### src/rtl/conv_encoder_tx.sv
// conv_encoder_tx
// Rate-1/2, K=3 convolutional encoder for the transmit side of the Viterbi
// link. It takes a frame of FRAME_LEN information bits, then appends two zero
// tail bits so the trellis ends in state 00. It emits one 2-bit code symbol
// per input or tail bit through a single-entry output register with
// backpressure.
//
// Parameters
//   FRAME_LEN : information bits per frame (1..255)
//   G0        : generator for o_code_bits[1]; bit2=u(n), bit1=u(n-1), bit0=u(n-2)
//   G1        : generator for o_code_bits[0]; same tap ordering
//
// Ports
//   i_clk, i_rst  : clock; asynchronous active-high reset
//   i_start       : opens a frame (honoured only in IDLE)
//   i_data_valid  : i_data_bit holds a valid bit
//   i_data_bit    : information bit u(n)
//   o_data_ready  : encoder accepts i_data_bit this cycle
//   o_code_valid  : o_code_bits holds a symbol
//   o_code_bits   : [1]=G0 parity, [0]=G1 parity
//   i_code_ready  : downstream accepts the symbol
//   o_sym_last    : marks the final tail symbol of the frame
//   o_busy        : high in every state except IDLE
//   o_frame_done  : one-cycle pulse after the last symbol is accepted
module conv_encoder_tx #(
  parameter int unsigned FRAME_LEN = 8,
  parameter logic [2:0]  G0        = 3'b111,
  parameter logic [2:0]  G1        = 3'b101
) (
  input  logic       i_clk,
  input  logic       i_rst,
  input  logic       i_start,
  input  logic       i_data_valid,
  input  logic       i_data_bit,
  output logic       o_data_ready,
  output logic       o_code_valid,
  output logic [1:0] o_code_bits,
  input  logic       i_code_ready,
  output logic       o_sym_last,
  output logic       o_busy,
  output logic       o_frame_done
);

  typedef enum logic [1:0] {
    IDLE = 2'd0,
    DATA = 2'd1,
    TAIL = 2'd2,
    DONE = 2'd3
  } state_t;

  localparam logic [7:0] LAST_IDX = 8'(FRAME_LEN - 1);

  state_t     state;
  logic [1:0] sr;        // {u(n-1), u(n-2)}
  logic [7:0] bit_cnt;   // information bits accepted so far
  logic       tail_cnt;  // tail symbols produced so far (0 or 1)
  logic       free;
  logic       accept;
  logic       sym_out;

  function automatic logic [1:0] encode(input logic u, input logic [1:0] s);
    logic [2:0] w;
    w = {u, s};
    return {^(w & G0), ^(w & G1)};
  endfunction

  // The output register can take a new symbol when it is empty or its
  // current symbol is being consumed on this edge.
  assign free         = !o_code_valid | i_code_ready;
  assign o_data_ready = (state == DATA) & free;
  assign accept       = i_data_valid & o_data_ready;
  assign sym_out      = o_code_valid & i_code_ready;
  assign o_busy       = (state != IDLE);

  always_ff @(posedge i_clk or posedge i_rst) begin
    if (i_rst) begin
      state        <= IDLE;
      sr           <= '0;
      bit_cnt      <= '0;
      tail_cnt     <= 1'b0;
      o_code_valid <= 1'b0;
      o_code_bits  <= '0;
      o_sym_last   <= 1'b0;
      o_frame_done <= 1'b0;
    end else begin
      o_frame_done <= 1'b0;
      case (state)
        IDLE: begin
          if (i_start) begin
            state    <= DATA;
            sr       <= '0;
            bit_cnt  <= '0;
            tail_cnt <= 1'b0;
          end
        end

        DATA: begin
          if (accept) begin
            o_code_bits  <= encode(i_data_bit, sr);
            o_code_valid <= 1'b1;
            o_sym_last   <= 1'b0;
            sr           <= {i_data_bit, sr[1]};
            bit_cnt      <= bit_cnt + 8'd1;
            if (bit_cnt == LAST_IDX) begin
              state <= TAIL;
            end
          end else if (sym_out) begin
            o_code_valid <= 1'b0;
          end
        end

        TAIL: begin
          // A zero is shifted in each time the output register frees up;
          // the second such symbol carries o_sym_last.
          if (free) begin
            o_code_bits  <= encode(1'b0, sr);
            o_code_valid <= 1'b1;
            o_sym_last   <= tail_cnt;
            sr           <= {1'b0, sr[1]};
            tail_cnt     <= 1'b1;
            if (tail_cnt) begin
              state <= DONE;
            end
          end
        end

        DONE: begin
          if (sym_out) begin
            o_code_valid <= 1'b0;
            o_sym_last   <= 1'b0;
            o_frame_done <= 1'b1;
            state        <= IDLE;
          end
        end

        default: state <= IDLE;
      endcase
    end
  end

endmodule

### config.mk
export PLATFORM = sky130hd
export DESIGN_NAME = conv_encoder_tx
export DESIGN_NICKNAME = d
export VERILOG_FILES = /design/src/rtl/conv_encoder_tx.sv
export SDC_FILE = /design/constraint.sdc
export NUM_CORES = 1
export LEC_CHECK = 0
export CAP_MARGIN = 20
export CORE_ASPECT_RATIO = 1.1
export CORE_MARGIN = 2
export CORE_UTILIZATION = 55
export CTS_BUF_LIST = sky130_fd_sc_hd__clkbuf_8 sky130_fd_sc_hd__clkbuf_16
export DETAILED_ROUTE_END_ITERATION = 8
export GPL_ROUTABILITY_DRIVEN = 0
export GPL_TIMING_DRIVEN = 0
export PLACE_DENSITY_LB_ADDON = 0.12
export REMOVE_ABC_BUFFERS = 1
export SYNTH_ARGS = -nofsm -noshare
export SYNTH_HDL_FRONTEND = slang
export SYNTH_SLANG_ARGS = --single-unit
### constraint.sdc
create_clock -name i_clk -period 2.9 [get_ports i_clk]
set_input_delay 0.29 -clock i_clk [delete_from_list [all_inputs] [get_ports i_clk]]
set_output_delay 0.29 -clock i_clk [all_outputs]
set_load 0.02 [all_outputs]
Yosys cells after proc, flatten, opt, wreduce, memory -nomap -nowiden --
Index checks and enable logic that the tools add are counted. Widths: inputs -> output; s select.
Word-level totals: register bits after elaboration 18, input bits 6, word-level logic and storage cells 71
Operators by class: add/subtract/negate cells 1, eq/ne operators 10, mux-type cells 29, bitwise operators 4, reduce and logical (&&, ||, !) cells 19
Operator list (number):
- $mux 2 | 11
- $mux 8 | 2
- $pmux 8 s2 | 1
- $reduce_xor 3->1 | 4
- $ne 2x2->1 const B | 5
- $mux 1 | 9
- $reduce_and 3->1 | 3
- $add 8x1->8 const B | 1
- $eq 8x3->1 const B | 1
- $pmux 2 s4 | 1
- $reduce_and 4->1 | 2
- $reduce_bool 2->1 | 4
- $pmux 1 s3 | 2
- $pmux 2 s3 | 1
- $reduce_and 6->1 | 1
- $reduce_bool 3->1 | 2
- $eq 2x2->1 const B | 2
- $pmux 2 s2 | 1
- $and 1x1->1 | 3
- $eq 2x1->1 const B | 1
- $logic_not 2->1 | 1
- $ne 2x1->1 const B | 1
- $pmux 1 s2 | 1
- $reduce_and 2->1 | 1
- other kinds (2) | 2

Depth between registers and ports, before layout --
Gate-level depths: netlist (run 1).
depth after elaboration 6, depth in mapped cells 7, depth with buffers taken out 6

Worst setup path after synthesis (run 1) --
OpenSTA, ideal clock, no wires.
kind flip-flop to flip-flop, from register state[0], to register bit_cnt[5], setup time 77 ps, arrival 1721 ps, required time 2823 ps, path slack 1102 ps, cell stages (with the launch flop) 8, clock period less this slack 1798 ps, path through dfrtp_1 > inv_1 > ha_1 > buf_4 > mux2_4 > nand4_2 > or4_1 > a21oi_1
On the way: word-level cells in the longest chain between the ends 5, elaborated cells on any way between the ends 9, classes of those cells eq/ne (3); mux (1); bitwise (2); reduce/logical (3)
Ends and longest elaborated chain:
- from (decl) | RTL line 53 | state_t state;
- from (signal assigned) | RTL line 77 | state <= IDLE;
- from (signal assigned) | RTL line 90 | state <= DATA;
- from (signal assigned) | RTL line 105 | state <= TAIL;
- $eq 2x1->1 | RTL line 70, 87
- $and 1x1->1 | RTL line 70 | assign o_data_ready = (state == DATA) & free;
- $and 1x1->1 | RTL line 71 | assign accept = i_data_valid & o_data_ready;
- $ne 2x2->1 (no source line)
- $reduce_and 3->1 (no source line)
- to (signal assigned) | RTL line 103 | bit_cnt <= bit_cnt + 8'd1;
- to (decl) | RTL line 55 | logic [7:0] bit_cnt;
Parallel ways exist; a longest one is shown, timed or not. A chain may end at the register's enable or synchronous reset.

Worst setup path after layout (run 1) --
from register state[1], to output o_data_ready
On the way: word-level cells in the longest chain between the ends 2
Ends and longest elaborated chain:
- $eq 2x1->1 | RTL line 70
- $and 1x1->1 | RTL line 70
- to (decl) | RTL line 35 | output logic o_data_ready,
Every way passes these cells.

==> results of run 1 <==
-- worst paths after layout --
path	cells past startpoint	startpoint	endpoint	slack, ps
setup / recovery	5	state[1]	o_data_ready	490
max in group asynchronous	2	i_rst	o_code_bits[0]	2010
hold / removal	2	i_rst	state[1]	440
hold reg to reg	1	o_code_bits[1]	o_code_bits[1]	520
setup reg to reg	6	state[1]	bit_cnt[5]	760
min in group i_clk	1	o_code_bits[1]	o_code_bits[1]	520
-- cells by family (layout without fill, tap and decap cells) --
logic type	Yosys count	after routing	share of synthesized area (%)
xor gates and xnor gates	2	2	1.59
muxes	8	8	8.29
buffers and inverters	17	30	7.15
and+or+nand+nor	37	37	18.3
DFF	18	18	40.9
adders and majority gates	5	5	5.68
AOI/OAI and AO/OA	29	29	18.2
-- per-layer routing --
layer	vias to the layer above	global-route usage (%)
met5	-	0
met4	0	8.33
met3	6	3.89
met2	22	37.3
met1	438	27.5
li1	441	-
-- per-stage QoR --
stage                     hold slack (ps)  utilization [%]  cell area (um2)
final                                 441             69.8             1280
after global routing                  522             69.8             1280
after CTS                             472             69.8             1280
after detailed placement              512             66.8             1230
after global placement                489             66.8             1230
after floorplan                       229                -             1080
-- power breakdown --
group	total (mW)	internal [mW]	leakage [nW]	switching [mW]
sequential	0.413	0.337	0.235	0.0756
combinational	0.762	0.345	0.313	0.417
clock	0.206	0.121	0.0288	0.0851
-- cell type report --
type,instances,area (um2),share of cell area [%]
sequential,18,450,35.1
inverter,14,52.6,4.09
timing repair buffer,12,120,9.35
tap,27,33.8,2.63
multi-input combinational,81,573,44.6
clock buffer,4,55.1,4.28
-- state kept, by name (all words and copies together), names as in the netlist --
register / cells
state: 2
o_frame_done: 1
bit_cnt: 8
tail_cnt: 1
o_sym_last: 1
o_code_bits: 2
sr: 2
o_code_valid: 1
-- cells in the final DEF (no fill, tap or decap), types with 2 or more instances in the layout --
cell              n
or4_1             4
a31oi_1           2
ha_1              5
xnor2_1           2
clkbuf_8          4
clkdlybuf4s50_1  12
nor2b_1           2
mux2_4            2
nand4_1           3
nor2_1           10
inv_1            14
dfrtp_1          18
o31ai_1           3
or3_1             2
nand2_1           9
a21oi_1          10
o21ai_0           7
mux2i_1           5
-- worst max-delay path: cells and delay by family (launching register included) --
| family | cells | cell delay, ps |
|---|---|---|
| flops | 1 | 410 |
| buf+inv | 3 | 860 |
| fa+ha+maj | 1 | 450 |
| simple gates | 1 | 150 |
==> qor.yml, run 1 <==
drt:
  met2_length_um: 1130
  first_pass_iters: 5
  routed_wl_um: 2240
  via_per_inst: 5.81
  num_vias: 907
  drt_iter0_drc: 19
  drc_errors: 0
  maxUsedRoutingLayer: "met4"
  routedLengthMet1_um: 998
  post_drt_wl_per_cell_um: 14.3
  met3WireLength_um: 80
  antenna_left: 0
timing:
  max_slew.worst_pin.slew_ps: 701
  setup_violations: 0
  fmax_mhz: 415
  relSlewSlack_pct: 53.2
  hold_viol_final: 0
  fin_tns_setup_ps: 0
  rsz0062_at_grt: "no"
  layout_min_cycle_time_ps: 2410
  slew_violations: 0
  fin_ws_ps: 490
  min_period_over_period_pct: 83.1
  fin_skew_ps: 1.02
placed_design:
  port_buffers: 12
  dp_cells: 152
  dp_slack_ps: 784
  hpwlAfterDp_um: 1640
clock_tree:
  cts_buffers: 3
  clock_latency_ps: 250
  clk_pin_slew_ps: 70
  cts.sinks: 18
  root_buffer: "clkbuf_8"
  cts_setup_buffers: 0
  h-tree-depth: 1
  cts_hold_buf: 0
  cts_buffer_depth: 2
  ctsResizeCount: 0
  cts_tree: "yes"
worst_setup_path:
  crit_path_end_kind: "primary output"
  critPathMaxFanout: 13
  crit_slowest_cell: "clkdlybuf4s50_1"
  worstPathRequired_ps: 2610
  cp-start-kind: "flip-flop"
  crit_chain: "inv_1 > ha_1 > inv_1 > nor2_1 > clkdlybuf4s50_1"
  critPathMaxStageDelay_ps: 620
  cpMostUsedCell: "inv_1"
  worstSetupPathType: "flip-flop to primary output"
  arrival_ps: 2120
floorplanning:
  pin_count: 13
  start_util_pct: 59.9
  row_count: 16
  die_y_um: 51.0
  die_x_um: 46.7
  die_area_um2: 2380
  core_area_um2: 1840
grt:
  antenna_found_initial: 0
  grt_pass1_vias: 875
  grt_max_degree: 19
  overflow: 0
  grt_pass1_wl_um: 3800
  grtUsageTotal_pct: 22.1
final_layout:
  area_delta_synth_final_pct: 16.6
  nFillCells: 156
  fin_cells: 156
  drive_above_1_share_pct: 9.30
  final_nets: 141
  n_antenna_cell: 0
synth:
  ys_types: 33
  yosysWarnings: 0
  yosysTopAreaCellShare_pct: 40.9
  netlist_area_um2: 1100
  ys_async_sr_fraction_pct: 100
  ys.flop_type: "dfrtp_1"
  synth-seq-cells: 18
  synth_commonest_cells: "dfrtp_1, inv_1, a21oi_1, nor2_1, nand2_1"
  ys_seq_area_share_pct: 40.9
  syn_area_per_cell_um2: 9.50
  synth_edf_count: 0
  yosysTopAreaCell: "dfrtp_1"
  synthesis.instances: 116
  synthMostInstantiatedCell: "dfrtp_1"
  yosys-top-cells-area: "dfrtp_1, ha_1, inv_1"
power_and_ir_drop:
  vdd_drop_max_v: 0.000661
  p_per_area_nw_per_um2: 1070
  fin_total_pwr_mw: 1.38
  p_leak_nw: 0.576
run_status:
  run_status: "finished clean"
run:
  cap_violations: 0
hold_path:
  hold_class: "input pin to async pin"
(Power assumes the default switching activity.)
==> inputs of run 2 (changes only) <==
--- a/config.mk
+++ b/config.mk
@@ -8,7 +8,7 @@
 export CAP_MARGIN = 20
 export CORE_ASPECT_RATIO = 1.1
 export CORE_MARGIN = 2
-export CORE_UTILIZATION = 55
+export CORE_UTILIZATION = 54
 export CTS_BUF_LIST = sky130_fd_sc_hd__clkbuf_8 sky130_fd_sc_hd__clkbuf_16
 export DETAILED_ROUTE_END_ITERATION = 8
 export GPL_ROUTABILITY_DRIVEN = 0
==> constraint.sdc (replaced) <==
create_clock -name i_clk -period 2.35 [get_ports i_clk]
set_input_delay 0.235 -clock i_clk [delete_from_list [all_inputs] [get_ports i_clk]]
set_output_delay 0.235 -clock i_clk [all_outputs]
set_load 0.02 [all_outputs]
==> run 2 against run 1 <==
Core utilization is 4.6 points lower. Via count is 0.33% lower. First-iteration DRC count is 11% higher. Count of clock-buffer cells in the layout stayed put. Register-to-register slack worse by 500 ps. Clock skew is 1.6 ps higher. Global-route usage is 0.38 points higher. Largest cell class unchanged. Largest power group unchanged.
==> qor.yml, run 2 (synthesis gave the netlist of run 1 again) <==
drt:
  post_drt_wl_per_cell_um: 14.6  # was 14.3 um
  drt_iter0_drc: 21  # was 19
  via_per_inst: 5.76  # was 5.81
  antenna_left: 0  # unchanged
  first_pass_iters: 4  # was 5
  routed_wl_um: 2300  # was 2240 um
  num_vias: 904  # was 907
  drc_errors: 0  # unchanged
floorplanning:
  die_y_um: 51.4  # was 51.0 um
  die_x_um: 47.1  # was 46.7 um
  row_count: 17  # was 16
  die_area_um2: 2420  # was 2380 um2
  core_area_um2: 1980  # was 1840 um2
  start_util_pct: 55.7  # was 59.9%
  pin_count: 13  # unchanged
final_layout:
  regMostFlops: "bit_cnt"  # unchanged
  final_cell_mix: "dfrtp_1, inv_1, clkdlybuf4s50_1, a21oi_1, nor2_1"  # unchanged
  final_nets: 141  # unchanged
  drive_above_1_share_pct: 10.1  # was 9.30%
  area_delta_synth_final_pct: 16.9  # was 16.6%
  n_antenna_cell: 0  # unchanged
  fin_cells: 157  # was 156
  layout_commonest_cell: "dfrtp_1"  # unchanged
  fin_area_um2: 1290  # was 1280 um2
  largest_register_ffs: 8  # unchanged
grt:
  grt_pass1_wl_um: 3780  # was 3800 um
  grtUsageTotal_pct: 22.5  # was 22.1%
  antenna_found_initial: 0  # unchanged
  overflow: 0  # unchanged
  grt_max_degree: 19  # unchanged
  grt_pass1_vias: 865  # was 875
clock_tree:
  h-tree-depth: 1  # unchanged
  ctsResizeCount: 1  # was 0
  cts_buffer_depth: 2  # unchanged
  cts_setup_buffers: 0  # unchanged
  clk_pin_slew_ps: 70  # about the same
  cts.sinks: 18  # unchanged
  cts_hold_buf: 0  # unchanged
  root_buffer: "clkbuf_8"  # unchanged
  clock_latency_ps: 260  # was 250 ps
  cts_buffers: 3  # unchanged
  cts_tree: "yes"  # unchanged
timing:
  max_slew.worst_pin.slew_ps: 709  # was 701 ps
  hold_viol_final: 0  # unchanged
  rsz0062_at_grt: "no"  # unchanged
  fin_ws_ps: 128  # was 490 ps
  slew_violations: 0  # unchanged
  fin_skew_ps: 2.62  # was 1.02 ps
  fin_tns_setup_ps: 0  # unchanged
  layout_min_cycle_time_ps: 2220
  fmax_mhz: 450
  min_period_over_period_pct: 94.6
  whs_ps: 385  # was 441 ps
  relSlewSlack_pct: 52.7  # was 53.2%
  setup_violations: 0  # unchanged
worst_setup_path:
  worstSetupPathType: "flip-flop to primary output"  # unchanged
  arrival_ps: 1990  # was 2120 ps
  cp-start-kind: "flip-flop"  # unchanged
  worstPathRequired_ps: 2120  # was 2610 ps
  r2r_slack_ps: 260  # was 760 ps
  crit_path_end_kind: "primary output"  # unchanged
  critPathMaxFanout: 13  # unchanged
run_status:
  run_status: "finished clean"  # unchanged
run:
  cap_violations: 0  # unchanged
placed_design:
  dp_cells: 153  # was 152
  hpwlAfterDp_um: 1610  # was 1640 um
  port_buffers: 12  # unchanged
  placed_area_um2: 1230  # about the same
  dp_slack_ps: 203  # was 784 ps
power_and_ir_drop:
  vdd_drop_max_v: 0.000918  # was 0.000661 V
  p_leak_nw: 0.574  # was 0.576 nW
  p_per_area_nw_per_um2: 1330  # was 1070 nW/um2
hold_path:
  hold_class: "input pin to async pin"  # unchanged
run 2: cell count changes in the layout (fill, tap and decap cells not counted):
| cell | change |
|---|---|
| ha_1 | -1 |
| ha_2 | +1 |
run 2: per-stage QoR:
stage / util [%] / power (mW)
after CTS: 65.1 / 1.72
after global routing: 65.1 / 1.83
after global placement: 62.2 / 1.41
final: 65.1 / 1.71
after detailed placement: 62.2 / 1.44
after floorplan: - / 1.19
run 2: final timing paths:
check | cells past startpoint | endpoint | startpoint
worst min register to register | 1 | o_code_bits[1] | o_code_bits[1]
worst max-delay path | 5 | o_data_ready | state[1]
worst max register to register | 6 | bit_cnt[5] | state[0]
min in group i_clk | 1 | o_code_bits[1] | o_code_bits[1]
max in group asynchronous | 2 | bit_cnt[5] | i_rst
worst min-delay path | 2 | o_sym_last | i_rst
run 2: area by class of cell:
cell class	instances	area, um2
fillers	162	689
multi-input cells	81	576
flip-flops and latches	18	450
repair buffers	12	120
clock buffers	4	55.1
inverters	14	52.6
well taps	28	35.0
run 2: critical path: stages, from the launching register on:
cell and delay (ps):
dfrtp_1 420, inv_1 100, ha_2 350, inv_1 120, nor2_1 130, clkdlybuf4s50_1 610
run 2: power breakdown:
group	internal (mW)	total, mW	switching (mW)
registers	0.416	0.513	0.0972
clock network	0.149	0.264	0.115
logic	0.428	0.938	0.510
total	0.993	1.71	0.722
run 2: routing by layer:
| layer | vias up | share of wire [%] | track usage (%) |
|---|---|---|---|
| met5 | - | 0 | 0 |
| met4 | 0 | 2.3 | 12.5 |
| met3 | 7 | 4.2 | 4.24 |
| met2 | 25 | 52 | 36.1 |
| met1 | 435 | 41 | 27.3 |
| li1 | 437 | - | - |
==> RTL change (config.mk and constraints of run 2) <==
Encoding of `state_t`: now one-hot (4 bits for 4 states).
--- a/src/rtl/conv_encoder_tx.sv
+++ b/src/rtl/conv_encoder_tx.sv
@@ -41,11 +41,11 @@
   output logic       o_frame_done
 );
 
-  typedef enum logic [1:0] {
-    IDLE = 2'd0,
-    DATA = 2'd1,
-    TAIL = 2'd2,
-    DONE = 2'd3
+  typedef enum logic [3:0] {
+    IDLE = 4'b0001,
+    DATA = 4'b0010,
+    TAIL = 4'b0100,
+    DONE = 4'b1000
   } state_t;
 
   localparam logic [7:0] LAST_IDX = 8'(FRAME_LEN - 1);
Behaviour: same outputs for any inputs over 10 cycles, from zero or initial values and one cycle with i_rst high; not proved beyond that.
==> RTL change against run 2 <==
- area after synthesis grew 3.9%
- critical path depth fell by 2
- routed wire length up 4.8%
- power fell by 12%
- setup slack got worse by 0.028 ns
- cell area grew 3.3%
- sequential cell count increased by 2
- die area rose by 3.5%
==> RTL change: results (changes against run 2) <==
The flow ran to the end, and the final reports show no timing, DRC or antenna violations. The critical path ends at o_busy. The number of sequential cells is 20 (+2). The HPWL reported at the end of detailed placement came to 1723 um (+7.0%).

The via count of the first global-routing pass was 878 (+1.5%). The critical path arrival came to 2.02 ns (+0.03 ns). The largest net degree at the start of global routing is 21 (+2).

The clock-cell share of area came to 4.135% (-0.14 points). The start point of the critical path is state[0]$_DFFE_PP1P_. The detailed-route wire length per cell came out at 14.60 um (-0.25%).

The setup clock skew after layout was 0.003701 ns (+0.001083 ns). Ranked by instance count, the synthesized netlist is headed by dfrtp_1 (19), o21ai_1 (14), nand2_1 (13), nor2_1 (13). The post-route non-filler standard cell count came out at 165 (+5.1%). The sequential fraction of the synthesis area was 43.83% (+3.0 points).

The mean area per synthesized cell is 9.086 um^2 (-4.4%). The largest stage delay on the critical path is 0.68 ns (+0.07 ns). The floorplan die width was 47.90 um (+1.7%).

The net switching power of the design is 0.0006138 W (-15%). The number of distinct library cell variants in the gate-level netlist after synthesis came out at 40 (+21%). The share of cell area taken by multi-input logic gates was 44.74% (+0.077 points). The number of vias in the routed layout is 980 (+8.4%). The count of non-CTS inverters in the layout is 6 (-8).

The register-to-register setup slack came out at 0.34 ns (+0.08 ns). The standby leakage power is 0.5573 nW (-3.0%). The count of cells along the worst register-to-register path is 3 (-3).

The worst register-to-register path ends at o_code_bits[1]$_DFFE_PP0P_. The count of fill cells added during filler insertion came to 187 (+15%). The non-clock buffering overhead in the final layout is 8.929% (-0.39 points). The power dissipated in sequential cells is 0.000564 W (+9.9%). The count of routing violations after the opening detailed-route iteration is 36 (+71%). The switching part of the total is 40.80% (-1.3 points).

The worst supply voltage drop on vdd came out at 0.0006333 V (-31%).
RTL change: changes by cell type after synthesis, moves of 3 or more:
cell and delta:
o21ai_1 +14, a21oi_1 -5, nor2_1 +3, inv_1 -8
nand3_1 +3, and3_1 +3, ha_1 -4, or4_1 -4
nand2_1 +4, buf_2 +4
RTL change: kinds of logic after synthesis:
family,count (synthesis),synth area share (%)
AO/OA/AOI/OAI,37,19.67
flip-flops,20,43.83
AND/OR/NAND/NOR,50,24.81
XOR/XNOR,3,2.296
buffers and inverters,11,4.699
multiplexers,4,3.607
adder cells (fa/ha/maj),1,1.093
RTL change: layer usage:
metal | wire length [um] | up-vias | global-route usage (%)
li1 | - | 479 | -
met1 | 1121 | 481 | 32.10
met2 | 1201 | 15 | 34.67
met3 | 42 | 5 | 3.103
met4 | 44 | 0 | 9.459
met5 | 0 | - | 0
RTL change: repair_timing:
action,4_1_cts,5_1_grt
endpoints found under the setup margin,2,0
hold buffers,0,0
resized for setup,4,0
endpoints found under the hold margin,0,0
